**src/rtl/pid_balance_gen2_if.sv**
```systemverilog
// Sample/command inputs and motor drive outputs of the balance controller.
interface pid_balance_gen2_if #(
    parameter int unsigned OUT_W = 11
) ();
    logic               vld;
    logic signed [15:0] ptch;
    logic signed [11:0] ld_cell_diff;
    logic               rider_off;
    logic               en_steer;
    logic               pwr_up;
    logic [7:0]         p_coeff;
    logic [7:0]         d_coeff;
    logic [11:0]        min_duty;
    logic [OUT_W-1:0]   lft_spd;
    logic [OUT_W-1:0]   rght_spd;
    logic               lft_rev;
    logic               rght_rev;
    logic               out_vld;
    logic               too_fast;
    logic               fault;
    logic [1:0]         state;

    modport slave (
        input  vld, ptch, ld_cell_diff, rider_off, en_steer, pwr_up, p_coeff, d_coeff, min_duty,
        output lft_spd, rght_spd, lft_rev, rght_rev, out_vld, too_fast, fault, state
    );

    modport master (
        output vld, ptch, ld_cell_diff, rider_off, en_steer, pwr_up, p_coeff, d_coeff, min_duty,
        input  lft_spd, rght_spd, lft_rev, rght_rev, out_vld, too_fast, fault, state
    );
endinterface

```
**src/rtl/pid_balance_gen2.sv**
```systemverilog
// Self-balancing controller: 3-stage PID pipeline with soft-start ramp, steering,
// dead-zone/gain shaping and an over-speed fault FSM.
module pid_balance_gen2 #(
    parameter int unsigned ERR_W     = 10,
    parameter int unsigned D_DEPTH   = 2,
    parameter int unsigned I_SHIFT   = 6,
    parameter int unsigned OUT_W     = 11,
    parameter int unsigned RAMP_LOG2 = 6,
    parameter int          LOW_BAND  = 70,
    parameter int          GAIN_MULT = 15,
    parameter int          FAST_LIM  = 1536,
    parameter int unsigned FAULT_CNT = 4
) (
    input logic               clk,
    input logic               rst_n,
    pid_balance_gen2_if.slave bus
);
    localparam int unsigned PW = ERR_W + 9;
    localparam int unsigned DW = ERR_W + 6;
    localparam int unsigned IW = ERR_W + 8;
    localparam int unsigned FW = $clog2(FAULT_CNT + 1);
    localparam int EMAX    = (1 << (ERR_W - 1)) - 1;
    localparam int EMIN    = -EMAX - 1;
    localparam int DMAX    = (1 << (ERR_W - 4)) - 1;
    localparam int DMIN    = -DMAX - 1;
    localparam int IMAX    = (1 << (IW - 1)) - 1;
    localparam int IMIN    = -IMAX - 1;
    localparam int SMAX    = 32767;
    localparam int SMIN    = -32768;
    localparam int SPD_MAX = (1 << OUT_W) - 1;

    typedef enum logic [1:0] {StIdle = 2'd0, StRamp = 2'd1, StRun = 2'd2, StFault = 2'd3} state_e;

    function automatic int clamp(input int v, input int lo, input int hi);
        if (v > hi) return hi;
        if (v < lo) return lo;
        return v;
    endfunction

    function automatic int shape(input int t, input int md);
        int r;
        if (((t < 0) ? -t : t) >= LOW_BAND) r = (t < 0) ? t - md : t + md;
        else r = t * GAIN_MULT;
        return clamp(r, SMIN, SMAX);
    endfunction

    function automatic int speed(input int s);
        int m;
        m = (s < 0) ? -s : s;
        return (m > SPD_MAX) ? SPD_MAX : m;
    endfunction

    state_e                  state_q, state_d;
    logic [RAMP_LOG2-1:0]    ramp_cnt_q, ramp_cnt_d;
    logic [FW-1:0]           fcnt_q, fcnt_d;
    logic signed [ERR_W-1:0] hist_q [D_DEPTH];
    logic signed [ERR_W-1:0] hist_d [D_DEPTH];
    logic signed [IW-1:0]    integ_q, integ_d;
    logic signed [PW-1:0]    p_q;
    logic signed [DW-1:0]    d_q;
    logic [11:0]             md1_q, md2_q;
    logic                    v1_q, v2_q;
    logic signed [15:0]      lt_q, rt_q;
    logic [OUT_W-1:0]        lspd_q, rspd_q, lspd_c, rspd_c;
    logic                    lrev_q, rrev_q, lrev_c, rrev_c;
    logic                    out_vld_q, too_fast_q, tf_c, mask_c, active_c;
    int err_c, p_c, d_c, isum_c, pid_c, sum_c, ldh_c, lt_c, rt_c, lsh_c, rsh_c;

    assign active_c = (state_q == StRamp) || (state_q == StRun);

    // Stage 1 arithmetic and integrator/history next state
    always_comb begin
        err_c  = clamp(int'(bus.ptch), EMIN, EMAX);
        p_c    = err_c * int'(bus.p_coeff);
        d_c    = clamp(err_c - int'(hist_q[D_DEPTH-1]), DMIN, DMAX) * int'(bus.d_coeff);
        isum_c = int'(integ_q) + err_c;

        integ_d = integ_q;
        if (!active_c) integ_d = '0;
        else if (bus.vld && isum_c <= IMAX && isum_c >= IMIN) integ_d = IW'(isum_c);

        hist_d = hist_q;
        if (state_q == StIdle) begin
            for (int i = 0; i < D_DEPTH; i++) hist_d[i] = '0;
        end else if (bus.vld) begin
            hist_d[0] = ERR_W'(err_c);
            for (int i = 1; i < D_DEPTH; i++) hist_d[i] = hist_q[i-1];
        end
    end

    // Stage 2: PID sum, soft-start scaling, steering split
    always_comb begin
        pid_c = clamp(int'(p_q) + int'(d_q) + int'(integ_q >>> I_SHIFT), SMIN, SMAX);
        sum_c = (state_q == StRamp) ? (pid_c * int'(ramp_cnt_q)) >>> RAMP_LOG2 : pid_c;
        ldh_c = int'(bus.ld_cell_diff) >>> 3;
        lt_c  = bus.en_steer ? clamp(sum_c - ldh_c, SMIN, SMAX) : sum_c;
        rt_c  = bus.en_steer ? clamp(sum_c + ldh_c, SMIN, SMAX) : sum_c;
    end

    // Stage 3: shaping, masking while not driving, over-speed flag
    always_comb begin
        lsh_c  = shape(int'(lt_q), int'(md2_q));
        rsh_c  = shape(int'(rt_q), int'(md2_q));
        mask_c = (state_q == StIdle) || (state_q == StFault);
        lspd_c = mask_c ? '0 : OUT_W'(speed(lsh_c));
        rspd_c = mask_c ? '0 : OUT_W'(speed(rsh_c));
        lrev_c = !mask_c && (lsh_c < 0);
        rrev_c = !mask_c && (rsh_c < 0);
        tf_c   = (int'(lspd_c) > FAST_LIM) || (int'(rspd_c) > FAST_LIM);
    end

    always_comb begin
        state_d = state_q;
        if (!bus.pwr_up) state_d = StIdle;
        else if (active_c && fcnt_q == FW'(FAULT_CNT)) state_d = StFault;
        else if (active_c && bus.rider_off) state_d = StIdle;
        else if (state_q == StIdle && !bus.rider_off) state_d = StRamp;
        else if (state_q == StRamp && bus.vld && ramp_cnt_q == '1) state_d = StRun;

        ramp_cnt_d = ramp_cnt_q;
        if (state_q != StRamp) ramp_cnt_d = '0;
        else if (bus.vld) ramp_cnt_d = ramp_cnt_q + 1'b1;

        fcnt_d = fcnt_q;
        if (!active_c) fcnt_d = '0;
        else if (out_vld_q && !too_fast_q) fcnt_d = '0;
        else if (out_vld_q && fcnt_q != FW'(FAULT_CNT)) fcnt_d = fcnt_q + FW'(1);
    end

    always_ff @(posedge clk or negedge rst_n) begin
        if (!rst_n) begin
            state_q    <= StIdle;
            ramp_cnt_q <= '0;
            fcnt_q     <= '0;
            for (int i = 0; i < D_DEPTH; i++) hist_q[i] <= '0;
            integ_q    <= '0;
            p_q        <= '0;
            d_q        <= '0;
            md1_q      <= '0;
            md2_q      <= '0;
            v1_q       <= 1'b0;
            v2_q       <= 1'b0;
            lt_q       <= '0;
            rt_q       <= '0;
            lspd_q     <= '0;
            rspd_q     <= '0;
            lrev_q     <= 1'b0;
            rrev_q     <= 1'b0;
            out_vld_q  <= 1'b0;
            too_fast_q <= 1'b0;
        end else begin
            state_q    <= state_d;
            ramp_cnt_q <= ramp_cnt_d;
            fcnt_q     <= fcnt_d;
            hist_q     <= hist_d;
            integ_q    <= integ_d;
            v1_q       <= bus.vld;
            v2_q       <= v1_q;
            out_vld_q  <= v2_q;
            if (bus.vld) begin
                p_q   <= PW'(p_c);
                d_q   <= DW'(d_c);
                md1_q <= bus.min_duty;
            end
            if (v1_q) begin
                lt_q  <= 16'(lt_c);
                rt_q  <= 16'(rt_c);
                md2_q <= md1_q;
            end
            if (v2_q) begin
                lspd_q     <= lspd_c;
                rspd_q     <= rspd_c;
                lrev_q     <= lrev_c;
                rrev_q     <= rrev_c;
                too_fast_q <= tf_c;
            end
        end
    end

    assign bus.lft_spd  = lspd_q;
    assign bus.rght_spd = rspd_q;
    assign bus.lft_rev  = lrev_q;
    assign bus.rght_rev = rrev_q;
    assign bus.out_vld  = out_vld_q;
    assign bus.too_fast = too_fast_q;
    assign bus.fault    = (state_q == StFault);
    assign bus.state    = state_q;
endmodule

```
**src/flat_wrapper.sv**
```systemverilog
// flat-port wrapper written by rule: the top's interface ports become plain ports
module pid_balance_gen2_flat 
#(
    parameter int unsigned ERR_W     = 10,
    parameter int unsigned D_DEPTH   = 2,
    parameter int unsigned I_SHIFT   = 6,
    parameter int unsigned OUT_W     = 11,
    parameter int unsigned RAMP_LOG2 = 6,
    parameter int          LOW_BAND  = 70,
    parameter int          GAIN_MULT = 15,
    parameter int          FAST_LIM  = 1536,
    parameter int unsigned FAULT_CNT = 4
)
  (clk, rst_n, bus_vld, bus_ptch, bus_ld_cell_diff, bus_rider_off, bus_en_steer, bus_pwr_up, bus_p_coeff, bus_d_coeff, bus_min_duty, bus_lft_spd, bus_rght_spd, bus_lft_rev, bus_rght_rev, bus_out_vld, bus_too_fast, bus_fault, bus_state);
  pid_balance_gen2_if #(.OUT_W(OUT_W)) bus_i ();
  input logic clk;
  input logic rst_n;
  input wire logic [$bits(bus_i.vld)-1:0] bus_vld;
  input wire logic [$bits(bus_i.ptch)-1:0] bus_ptch;
  input wire logic [$bits(bus_i.ld_cell_diff)-1:0] bus_ld_cell_diff;
  input wire logic [$bits(bus_i.rider_off)-1:0] bus_rider_off;
  input wire logic [$bits(bus_i.en_steer)-1:0] bus_en_steer;
  input wire logic [$bits(bus_i.pwr_up)-1:0] bus_pwr_up;
  input wire logic [$bits(bus_i.p_coeff)-1:0] bus_p_coeff;
  input wire logic [$bits(bus_i.d_coeff)-1:0] bus_d_coeff;
  input wire logic [$bits(bus_i.min_duty)-1:0] bus_min_duty;
  output wire logic [$bits(bus_i.lft_spd)-1:0] bus_lft_spd;
  output wire logic [$bits(bus_i.rght_spd)-1:0] bus_rght_spd;
  output wire logic [$bits(bus_i.lft_rev)-1:0] bus_lft_rev;
  output wire logic [$bits(bus_i.rght_rev)-1:0] bus_rght_rev;
  output wire logic [$bits(bus_i.out_vld)-1:0] bus_out_vld;
  output wire logic [$bits(bus_i.too_fast)-1:0] bus_too_fast;
  output wire logic [$bits(bus_i.fault)-1:0] bus_fault;
  output wire logic [$bits(bus_i.state)-1:0] bus_state;
  assign bus_i.vld = bus_vld;
  assign bus_i.ptch = bus_ptch;
  assign bus_i.ld_cell_diff = bus_ld_cell_diff;
  assign bus_i.rider_off = bus_rider_off;
  assign bus_i.en_steer = bus_en_steer;
  assign bus_i.pwr_up = bus_pwr_up;
  assign bus_i.p_coeff = bus_p_coeff;
  assign bus_i.d_coeff = bus_d_coeff;
  assign bus_i.min_duty = bus_min_duty;
  assign bus_lft_spd = bus_i.lft_spd;
  assign bus_rght_spd = bus_i.rght_spd;
  assign bus_lft_rev = bus_i.lft_rev;
  assign bus_rght_rev = bus_i.rght_rev;
  assign bus_out_vld = bus_i.out_vld;
  assign bus_too_fast = bus_i.too_fast;
  assign bus_fault = bus_i.fault;
  assign bus_state = bus_i.state;
  pid_balance_gen2 #(.ERR_W(ERR_W), .D_DEPTH(D_DEPTH), .I_SHIFT(I_SHIFT), .OUT_W(OUT_W), .RAMP_LOG2(RAMP_LOG2), .LOW_BAND(LOW_BAND), .GAIN_MULT(GAIN_MULT), .FAST_LIM(FAST_LIM), .FAULT_CNT(FAULT_CNT)) u_core (.clk(clk), .rst_n(rst_n), .bus(bus_i));
endmodule
```
**config.mk**
```make
export PLATFORM = sky130hd
export DESIGN_NAME = pid_balance_gen2_flat
export DESIGN_NICKNAME = d
export VERILOG_FILES = /design/src/rtl/pid_balance_gen2_if.sv /design/src/rtl/pid_balance_gen2.sv /design/src/flat_wrapper.sv
export SDC_FILE = /design/constraint.sdc
export NUM_CORES = 1
export LEC_CHECK = 0
export ABC_AREA = 1
export CAP_MARGIN = 20
export CORE_ASPECT_RATIO = 0.5
export CORE_UTILIZATION = 53
export DETAILED_ROUTE_END_ITERATION = 10
export GPL_TIMING_DRIVEN = 1
export HOLD_SLACK_MARGIN = 0.05
export PLACE_DENSITY = 0.7
export SKIP_CTS_REPAIR_TIMING = 1
export SLEW_MARGIN = 25
export SYNTH_ARGS = -nofsm -noshare
export SYNTH_HDL_FRONTEND = slang
export SYNTH_SLANG_ARGS = --single-unit
```
**constraint.sdc**
```tcl
create_clock -name clk -period 23.8 [get_ports clk]
set_input_delay 2.38 -clock clk [delete_from_list [all_inputs] [get_ports clk]]
set_output_delay 2.38 -clock clk [all_outputs]
set_load 0.02 [all_outputs]
```
==> reports/metrics.csv <==
metric,value,unit
post-synthesis cell type count,58,
post-synth top area share,0.190,
synthesized area,32500,sq um
number of global-route vias before repair,28205,
Worst Tran Pin Value,1.07,ns
Critical Path Source Type,register,
CTS tree,yes,
setup_tns,0,ns
Detailed Routing Iterations Pass 1,6,
Critical Path RT,24.12,ns
"slowest stage cell, crit path",nor2_1,
status,"finished, final reports clean",
Non-Filler Instances,5469,
global-route wire length before repair,144000,um
Hold Slack,0.482,ns
Relative slew margins,0.285,
Mapped Avg Cell Area,7.02,sq um
CP max stage delay,0.76,ns
CP arrival,12.71,ns
DP HPWL,72300,um
#FFs+latches synth,168,
"delay-heaviest family, CP",adder cells,
fmax,80.7,MHz
Die Area,62400,sq um
Buffers on Ports,87,
Yosys warnings,0,
pins over their slew limit,0,
critical path type,reg -> reg,
RePlAce Congestion,0.919,
Setup Skew,0.0105,ns
CTS root buf,clkbuf_16,
Critical Path Start,u_core.integ_q[10],
gr usage total,0.283,
I/O pins,91,
via count,29677,
placed cells,5437,
final hold violations,0,
final WL,87700,um
Crit path buffers/inverters,7,
CP max FO,14,
Post-synth ARST share,1.00,
Routed WL per cell,16.0,um
CTS Buf Count,17,
"EDFF count, synth",0,
latest clock arrival within the worst-skew pair,0.46,ns
"Remaining Overflow, GRT",0,
Synth Flop Type,dfrtp_1,
worst reg2reg path startpoint,u_core.integ_q[10],
core box area,59900,sq um
H-tree depth,4,
Synth Instances,4633,
"Seq/Total Area, Yosys",0.129,
Chip Width,352,um
placed instance area,34000,sq um
Ant. Diodes,0,
Sink Count,168,
Synth area leaders,"fa_1 19%, ha_1 15%, dfrtp_1 13%",
First DRT Iteration DRCs,2425,
row cnt,63,
die height,177,um
fin crit share,0.521,
clk slew on worst S/H paths,0.08,ns
via-per-instance ratio,5.43,
Initial Util,0.543,
unrepaired setup endpoints after global routing,false,
Worst path most repeated cell,nand2_1,
Max clock buf depth,2,
ANT nets after route,0,
residual DRC count,0,
Final nets,5392,
fin crit period,12.39,ns
Min-Delay Path Class,reg -> reg,
initial antenna violation count,0,
Synth area leader,fa_1,
design area,34700,sq um
CP Capture Type,register,
Synth Net Count,5381,
maxcap violations,0,
area delta synth->final,6.59,%
final setup vio count,0,
proportion of layout cells with a drive suffix above 1,0.0286,
hold_sp,u_core.md1_q[0],
largest net degree at the start of global routing,72,
R2R setup slack,11.41,ns
fillers,5809,
==> Yosys cell counts (16+ instances only) <==
cell / count
nand2_1: 989
inv_1: 783
nor2_1: 490
ha_1: 378
fa_1: 308
o21ai_0: 294
nand3_1: 277
a21oi_1: 268
dfrtp_1: 168
xor2_1: 122
xnor2_1: 81
clkbuf_1: 78
nand4_1: 35
nor3_1: 28
o21ai_1: 27
a21o_1: 22
nand3b_1: 22
o22ai_1: 22
o21bai_1: 19
a31oi_1: 16
nor4_1: 16
==> through the flow <==
| stage | setup WS [ns] | utilization |
|---|---|---|
| 4_1_cts | 11.56 | 0.579 |
| 6_report | 11.41 | 0.579 |
| 3_3_place_gp | 11.29 | 0.568 |
| 3_5_place_dp | 11.07 | 0.568 |
| 2_1_floorplan | 12.70 | - |
| 5_1_grt | 10.42 | 0.579 |
==> flip-flops by register name, indices dropped and copies added (netlist names), 3 cells and up <==
register	flops
u_core.md2_q	12
u_core.ramp_cnt_q	6
u_core.lt_q	16
u_core.p_q	19
u_core.fcnt_q	3
u_core.hist_q	20
u_core.integ_q	18
u_core.bus.lft_spd	11
u_core.md1_q	12
u_core.bus.rght_spd	11
u_core.rt_q	16
u_core.d_q	16
==> worst paths after layout <==
kind / end / cells past startpoint
worst min-delay path: u_core.md1_q[0] / 2
worst max register to register: u_core.rt_q[6] / 57
worst min register to register: u_core.md1_q[0] / 2
max in group asynchronous: u_core.p_q[14] / 3
min in group asynchronous: u_core.md2_q[2] / 1
worst max-delay path: u_core.rt_q[6] / 57
==> cells by family after synthesis <==
family	share of synthesized area
xor+xnor	0.0547
compound gates	0.124
flops	0.129
simple gates	0.249
buf+inv	0.108
fa+ha+maj	0.335
==> layer usage <==
metal	share of wire	GRT usage
met5	0	0
met4	0.011	0.0495
met3	0.054	0.0266
met2	0.45	0.459
met1	0.49	0.414
==> layout by cell type, fill, tap and decap left out, types with 27 or more instances in the layout <==
cell type        count
a21oi_1            268
nor3_1              28
nand3_1            277
o21ai_0            294
dfrtp_1            167
ha_1               378
fa_1               308
xnor2_1             81
nand4_1             35
nand2_1            989
xor2_1             122
clkdlybuf4s50_1     85
nor2_1             489
inv_1              782
o21ai_1             27
==> final cells by class <==
type | count | area [sq um] | share of cell area
Sequential cell | 168 | 4210 | 0.121
Timing Repair Buffer | 104 | 995 | 0.0287
Multi-Input combinational cell | 3549 | 24800 | 0.715
Clock inverter | 15 | 205 | 0.00592
Clock buffer | 17 | 425 | 0.0123
Tap cell | 812 | 1020 | 0.0293
Inverter | 804 | 3020 | 0.0871
==> worst register-to-register path, delay by kind of cell, from the launching register on <==
family	cells	cell delay, ns
AO/OA/AOI/OAI	14	3.29
flip-flops	1	0.45
AND/OR/NAND/NOR	26	3.43
buffers and inverters	7	0.82
adder cells (fa/ha/maj)	9	4.12
XOR/XNOR	1	0.13
Power is left out: the tool's default activity adds up to more than one toggle a clock period on the data nets, which glitch-free logic cannot reach.
